## config.mk

```make
export PLATFORM = sky130hd
export DESIGN_NAME = fetch_unit
export DESIGN_NICKNAME = d
export VERILOG_FILES = /design/src/rtl/fetch_unit.sv
export SDC_FILE = /design/constraint.sdc
export NUM_CORES = 1
export LEC_CHECK = 0
export ABC_AREA = 1
export BUFFER_PORTS_ARGS = -buffer_cell sky130_fd_sc_hd__buf_2
export CELL_PAD_IN_SITES_DETAIL_PLACEMENT = 1
export CELL_PAD_IN_SITES_GLOBAL_PLACEMENT = 2
export CORE_AREA = 2 2 192 194
export CTS_BUF_LIST = sky130_fd_sc_hd__clkbuf_16
export DETAILED_ROUTE_END_ITERATION = 10
export DIE_AREA = 0 0 194 196
export PLACE_DENSITY_LB_ADDON = 0.1
export SLEW_MARGIN = 20
export SYNTH_ARGS = -nofsm -noshare
export SYNTH_HDL_FRONTEND = slang
export SYNTH_SLANG_ARGS = --single-unit
```

## constraint.sdc

```tcl
create_clock -name clk -period 7.75 [get_ports clk]
set_input_delay 1.55 -clock clk [delete_from_list [all_inputs] [get_ports clk]]
set_output_delay 1.55 -clock clk [all_outputs]
set_load 0.005 [all_outputs]
```

## src/rtl/fetch_unit.sv

```systemverilog
// Instruction fetch stage: drives the instruction-memory request, fills the IF/ID
// register, parks one response in a skid buffer under stall, and handles redirects.
module fetch_unit #(
  parameter logic [31:0] RESET_PC = 32'h0000_0000
) (
  input  logic        clk,
  input  logic        reset,
  input  logic        stall,
  input  logic        branch_taken,
  input  logic [31:0] branch_pc,
  input  logic [31:0] branch_imm,
  output logic        imem_req,
  output logic [31:0] imem_addr,
  input  logic        imem_ready,
  input  logic [31:0] imem_rdata,
  output logic        if_id_valid,
  output logic [31:0] if_id_instr,
  output logic [31:0] if_id_pc,
  output logic [1:0]  dbg_state
);

  // imem handshake: a read is outstanding while imem_req=1; imem_addr stays
  // stable until a cycle with imem_ready=1 completes it (reset abandons it).
  typedef enum logic [1:0] {
    S_IDLE  = 2'd0,
    S_FETCH = 2'd1,
    S_DRAIN = 2'd2,
    S_HOLD  = 2'd3
  } state_t;

  state_t      state_q, state_d;
  logic [31:0] pc_q, pc_d;
  logic [31:0] pc_next_q, pc_next_d;
  logic [31:0] buf_instr_q, buf_instr_d;
  logic [31:0] buf_pc_q, buf_pc_d;
  logic        valid_q, valid_d;
  logic [31:0] instr_q, instr_d;
  logic [31:0] ipc_q, ipc_d;
  logic        req_q, req_d;

  logic        if_free;
  logic [31:0] target;

  always_comb begin
    state_d     = state_q;
    pc_d        = pc_q;
    pc_next_d   = pc_next_q;
    buf_instr_d = buf_instr_q;
    buf_pc_d    = buf_pc_q;
    valid_d     = valid_q;
    instr_d     = instr_q;
    ipc_d       = ipc_q;
    if_free     = !valid_q || !stall;
    target      = (branch_pc + branch_imm) & 32'hFFFF_FFFC;

    // Without a load, decode either consumes the entry or keeps it.
    if (!stall) valid_d = 1'b0;

    if (branch_taken) begin
      valid_d = 1'b0;
      case (state_q)
        S_FETCH: begin
          if (imem_ready) pc_d = target;
          else begin
            pc_next_d = target;
            state_d   = S_DRAIN;
          end
        end
        S_DRAIN: begin
          pc_next_d = target;
          if (imem_ready) begin
            pc_d    = target;
            state_d = S_FETCH;
          end
        end
        default: begin
          pc_d    = target;
          state_d = S_FETCH;
        end
      endcase
    end else begin
      case (state_q)
        S_IDLE: state_d = S_FETCH;
        S_FETCH: begin
          if (imem_ready) begin
            pc_d = pc_q + 32'd4;
            if (if_free) begin
              valid_d = 1'b1;
              instr_d = imem_rdata;
              ipc_d   = pc_q;
            end else begin
              buf_instr_d = imem_rdata;
              buf_pc_d    = pc_q;
              state_d     = S_HOLD;
            end
          end
        end
        S_DRAIN: begin
          // The wrong-path response is dropped; only then does the target go out.
          if (imem_ready) begin
            pc_d    = pc_next_q;
            state_d = S_FETCH;
          end
        end
        S_HOLD: begin
          if (if_free) begin
            valid_d = 1'b1;
            instr_d = buf_instr_q;
            ipc_d   = buf_pc_q;
            state_d = S_FETCH;
          end
        end
        default: state_d = S_IDLE;
      endcase
    end

    req_d = (state_d == S_FETCH) || (state_d == S_DRAIN);
  end

  always_ff @(posedge clk or posedge reset) begin
    if (reset) begin
      state_q     <= S_IDLE;
      pc_q        <= RESET_PC;
      pc_next_q   <= RESET_PC;
      buf_instr_q <= 32'd0;
      buf_pc_q    <= 32'd0;
      valid_q     <= 1'b0;
      instr_q     <= 32'd0;
      ipc_q       <= 32'd0;
      req_q       <= 1'b0;
    end else begin
      state_q     <= state_d;
      pc_q        <= pc_d;
      pc_next_q   <= pc_next_d;
      buf_instr_q <= buf_instr_d;
      buf_pc_q    <= buf_pc_d;
      valid_q     <= valid_d;
      instr_q     <= instr_d;
      ipc_q       <= ipc_d;
      req_q       <= req_d;
    end
  end

  assign imem_req    = req_q;
  assign imem_addr   = pc_q;
  assign if_id_valid = valid_q;
  assign if_id_instr = instr_q;
  assign if_id_pc    = ipc_q;
  assign dbg_state   = state_q;

endmodule

```

==> metrics, run 1 <==
status=completed; initial antenna violation count=0; I/O pin total=201; Worst-Margin Slew=0.998 ns; R2R depth=9; Syn Inst Count=1622; Worst Setup SP=branch_taken; all-layer global routing usage=0.189; peak supply drop=0.000170 V; WS Path Type=input port to flip-flop; placed cells=2233; DRC Markers=0; Final setup viols=0; WP data required=8.10 ns; Max clock buf depth=2; Syn Area/Cell=7.04 sq um; Final Instance Count excl. Fillers=2265; largest net degree at the start of global routing=121; vias in the first global route=10779; CTS tree=done; Period minus WS final=3.83 ns; CTS resizes=0; number of routed nets with antenna violations=0; Post-synth EDFFs=0; HPWL after detailed placement=26600 um; Post-CTS Setup Inserts=0; unrepaired setup endpoints after global routing=false; H-tree level count=4; total CTS buffers=17; Async SR Flop Fraction=1.00; Max Cap Viol=0; # rows=70; crit path launch type=input port; DIE AREA=38000 sq um; Seq/Total Area, Yosys=0.412; crit path DAT=4.19 ns; LEAKAGE=0.00709 uW; fillers=4615; core area=36100 sq um; final wirelength=35300 um; relative slew slack=0.335; Worst Skew=0.0170 ns; crit path capture type=flip-flop; first-pass GRT wire length=58000 um; initial core utilization=0.316; Buffers on Ports=196; min-delay worst type=flip-flop to flip-flop; layout cell share with drive strength beyond 1=0.164; PwrDens=345 nW/um^2; Die Wd=194 um; clk_lat worst skew=0.45 ns; DR WL/cell=15.6 um; RR Startpoint=dbg_state[1]$_DFF_PP0_; Final Cycle Share=0.495; Distinct cells, synth=39; Root Buffer=clkbuf_16; clk sink count=188; Max Transition Viols Final=0; ys flop type=dfrtp_1; Post-Syn Area=11400 sq um; NumNets Final=1920; flop2flop setup slack=4.70 ns; n_diodes=0; Die Span Y=196 um; DR vias=10589; Worst-path clk slew=0.07 ns; Fmax=0.261 GHz; gr ovfl total=0; CP endpoint=imem_addr[5]$_DFFE_PP0P_; final hold vios=0; vias per std cell=4.68; RR Endpoint=if_id_instr[0]$_DFFE_PP0P_; CP max FO=46; Syn-to-layout area delta=17.2%; Fin Setup TNS=0 ns; Yosys reg bits=188; drt initial violations=477; Ys Warns=0; hold_buf cts=0; RD Place Congestion=0.763; TritonRoute pass-1 iters=4
==> how the worst min path moves through the flow <==
stage / cells after the start / to / start / slack, ns
detailed placement: 2 / pc_next_q[21]$_DFFE_PP0P_ / pc_next_q[21]$_DFFE_PP0P_ / 0.47
floorplan: 2 / pc_next_q[2]$_DFFE_PP0P_ / pc_next_q[2]$_DFFE_PP0P_ / 0.44
CTS: 2 / pc_next_q[21]$_DFFE_PP0P_ / pc_next_q[21]$_DFFE_PP0P_ / 0.49
global placement: 2 / pc_next_q[14]$_DFFE_PP0P_ / pc_next_q[14]$_DFFE_PP0P_ / 0.46
finish: 2 / pc_next_q[21]$_DFFE_PP0P_ / pc_next_q[21]$_DFFE_PP0P_ / 0.48
global route: 1 / buf_instr_q[7]$_DFFE_PP0P_ / buf_instr_q[7]$_DFFE_PP0P_ / 0.52
==> cell type report <==
cell class / count / area, sq um / share of cell area
Multi-Input combinational cell: 1184 / 5720 / 0.428
Sequential cell: 188 / 4700 / 0.352
Timing Repair Buffer: 202 / 1030 / 0.0770
Inverter: 191 / 727 / 0.0544
Tap cell: 468 / 586 / 0.0438
Clock buffer: 17 / 425 / 0.0318
Clock inverter: 15 / 181 / 0.0136
==> cell families (layout without fill, tap and decap cells) <==
| family | Yosys count | in the layout | share of synthesized area |
|---|---|---|---|
| adders and majority gates | 35 | 35 | 0.0384 |
| xor gates and xnor gates | 18 | 18 | 0.0138 |
| buffers and inverters | 253 | 425 | 0.0893 |
| muxes | 36 | 36 | 0.0355 |
| AOI/OAI and AO/OA | 205 | 205 | 0.0999 |
| other | 1 | 4 | 0.000329 |
| DFF | 188 | 188 | 0.412 |
| and+or+nand+nor | 886 | 886 | 0.311 |
==> cell usage in the layout (no fill, tap or decap), types with 34 or more instances in the layout <==
cell type  Yosys  final
mux2_2        34     34
o21ai_0       56     56
nand3_1       80     80
ha_1          35     34
a21oi_1       62     62
nand2_1      639    639
inv_1        185    185
a31oi_1       66     66
nor2_1       138    138
dfrtp_1      188    188
buf_2         29    196
==> per-stage QoR <==
stage / total power (uW) / utilization / cell area, sq um / setup slack [ns] / hold slack, ns
CTS: 4690 / 0.370 / 13400 / 3.83 / 0.486
detailed placement: 3760 / 0.354 / 12800 / 3.34 / 0.466
global route: 5040 / 0.370 / 13400 / 3.54 / 0.520
global placement: 3680 / 0.354 / 12800 / 3.54 / 0.464
finish: 4610 / 0.370 / 13400 / 3.92 / 0.483
floorplan: 2990 / - / 11400 / 1.09 / 0.444
==> sequential cells by signal, indices dropped and copies added, names as in the netlist <==
register and cells:
buf_pc_q 30, if_id_valid 1, imem_req 1, imem_addr 30, buf_instr_q 32, if_id_instr 32
dbg_state 2, pc_next_q 30, if_id_pc 30
==> layer usage <==
metal  part of all wire  vias up  track usage
met4             0.0090        0       0.0401
met1               0.50     4977        0.269
met2               0.47      167        0.311
li1                   -     5423            -
met3              0.024       22       0.0196
met5                  0        -            0
==> where the power goes <==
part           leakage (uW)  switching [uW]  internal (uW)
logic               0.00453            1130            718
registers           0.00227             388           1460
clock network      0.000294             424            488
total               0.00709            1940           2670
==> synth_stat cells (4+ instances only) <==
cell type | number | area [sq um]
nand2_1 | 639 | 2400
dfrtp_1 | 188 | 4700
inv_1 | 185 | 694
nor2_1 | 138 | 518
nand3_1 | 80 | 400
a31oi_1 | 66 | 413
a21oi_1 | 62 | 310
o21ai_0 | 56 | 280
ha_1 | 35 | 438
mux2_2 | 34 | 383
buf_2 | 29 | 145
clkbuf_1 | 25 | 93.8
xor2_1 | 11 | 96.3
o21ai_1 | 8 | 40.0
xnor2_1 | 7 | 61.3
inv_2 | 6 | 22.5
nor2_2 | 6 | 37.5
nor2_4 | 5 | 56.3
buf_4 | 4 | 30.0
nand2_2 | 4 | 25.0
nand4_1 | 4 | 25.0
o211ai_1 | 4 | 30.0
==> critical path: stages <==
cell and delay [ns]:
buf_2 0.68, inv_2 0.43, o211ai_1 0.25, nand2_2 0.44, inv_2 0.50, o21ai_0 0.16, o22ai_1 0.16
No activity file was read; power rests on OpenSTA's default activity.
==> inputs of run 2 (changes only) <==
- clock period: 7.75 -> 3.8 ns (I/O delays scaled with it)
==> metrics, run 2 (same netlist as run 1, synthesis figures left out) <==
vias per std cell=4.66; Post-CTS Setup Inserts=0; Max Cap Viol=0; total CTS buffers=17; Worst-Margin Slew=0.999 ns; number of routed nets with antenna violations=0; flop2flop setup slack=1.31 ns; all-layer global routing usage=0.191; Max clock buf depth=2; first-pass GRT wire length=58600 um; PwrDens=692 nW/um^2; RR Endpoint=buf_instr_q[10]$_DFFE_PP0P_; CTS resizes=0; I/O pin total=201; largest net degree at the start of global routing=188; RR Startpoint=dbg_state[1]$_DFF_PP0_; H-tree level count=4; Final setup viols=0; crit path capture type=flip-flop; Seq pwr share=0.409; final wirelength=35900 um; hold_buf cts=0; Switching Share=0.426; fillers=4632; # rows=70; HPWL after detailed placement=26700 um; Clock power frac=0.179; final hold vios=0; clk_lat worst skew=0.44 ns; Buffers on Ports=196; Root Buffer=clkbuf_16; TritonRoute pass-1 iters=5; Max Transition Viols Final=0; WP data required=4.12 ns; unrepaired setup endpoints after global routing=false; LEAKAGE=0.00710 uW; Worst-path clk slew=0.07 ns; relative slew slack=0.334; most frequent cells in the layout=nand2_1 (639), buf_2 (196), dfrtp_1 (188), inv_1 (186), nor2_1 (138); vias in the first global route=10828; initial antenna violation count=0; fin area=13400 sq um; DRC Markers=0; DR vias=10567; Die Span Y=196 um; RD Place Congestion=0.804; Seq. cell area=4700 sq um; Die Wd=194 um; CTS tree=done; peak supply drop=0.000337 V; layout cell share with drive strength beyond 1=0.164; CP max FO=88; Gate power share=0.411; min-delay worst type=input port to async pin; Syn-to-layout area delta=17.1%; clk sink count=188; crit path launch type=flip-flop; gr ovfl total=0; Worst Skew=0.00840 ns; drt initial violations=479; Fmax=0.401 GHz; DR WL/cell=15.8 um; WS Path Type=flip-flop to flip-flop; Psw=3940 uW; Fin Setup TNS=0 ns; crit path DAT=2.82 ns; n_diodes=0; initial core utilization=0.316; multi-input logic area=5720 sq um; NumNets Final=1925; commonest non-fill, non-tap cell in the layout=nand2_1; Final Cycle Share=0.656; DIE AREA=38000 sq um; Period minus WS final=2.49 ns; status=completed; cell-internal power=5310 uW; dpl cell area=12800 sq um; core area=36100 sq um; R2R depth=7
-- run 2: changes by cell type in the layout (fill, tap and decap cells not counted) --
cell and change:
buf_12 +2, buf_16 +1, buf_4 +3, buf_6 -1, bufinv_16 -2, clkinv_1 +3, clkinv_2 +2, clkinv_8 -1
inv_1 +1, inv_6 +1, inv_8 -4
-- run 2: power groups by stage --
stage / logic [uW] / clock network (uW) / registers (uW)
detailed placement: 3870 / 0 / 3840
global placement: 3780 / 0 / 3800
CTS: 3890 / 1710 / 3800
global route: 4370 / 1780 / 3940
finish: 3800 / 1660 / 3780
floorplan: 2460 / 0 / 3640
-- run 2: area by class of cell --
cell class	count	share of cell area
clock buffers	17	0.0318
clock inverters	15	0.00730
inverters	191	0.0541
multi-input cells	1184	0.428
flip-flops and latches	188	0.352
well taps	468	0.0438
repair buffers	207	0.0830
-- run 2: metrics by stage --
| stage | hold WS [ns] | setup WS (ns) | utilization | cells | total power, uW |
|---|---|---|---|---|---|
| after floorplan | 0.444 | 0.620 | - | 1625 | 6100 |
| after CTS | 0.174 | 1.33 | 0.369 | 2269 | 9400 |
| after detailed placement | 0.467 | 1.17 | 0.355 | 2237 | 7710 |
| after global placement | 0.464 | 1.18 | 0.355 | 2237 | 7590 |
| final | 0.192 | 1.31 | 0.370 | 2270 | 9240 |
| after global routing | 0.179 | 1.16 | 0.370 | 2270 | 10100 |
-- run 2: critical path: stages, from the launching register on --
cell	delay (ns)
dfrtp_1	0.46
inv_1	0.10
ha_1	0.25
nand2_1	0.16
inv_1	0.11
nand4_4	0.07
buf_4	0.73
mux2_2	0.42
-- run 2: worst max path at each step --
stage / start / end / slack [ns] / cells past startpoint
after floorplan: reset / buf_instr_q[0]$_DFFE_PP0P_ / 0.62 / 1
after detailed placement: branch_imm[24] / imem_addr[25]$_DFFE_PP0P_ / 1.17 / 11
after global routing: dbg_state[1]$_DFF_PP0_ / buf_instr_q[9]$_DFFE_PP0P_ / 1.16 / 7
after CTS: dbg_state[1]$_DFF_PP0_ / buf_instr_q[10]$_DFFE_PP0P_ / 1.33 / 7
after global placement: branch_pc[9] / imem_addr[11]$_DFFE_PP0P_ / 1.18 / 12
final: dbg_state[1]$_DFF_PP0_ / buf_instr_q[10]$_DFFE_PP0P_ / 1.31 / 7
-- run 2: layer usage --
layer,share of wire,track usage,routed length [um]
met1,0.51,0.272,18200
met2,0.46,0.314,16400
met3,0.026,0.0230,948
met4,0.0099,0.0356,354
met5,0,0,0
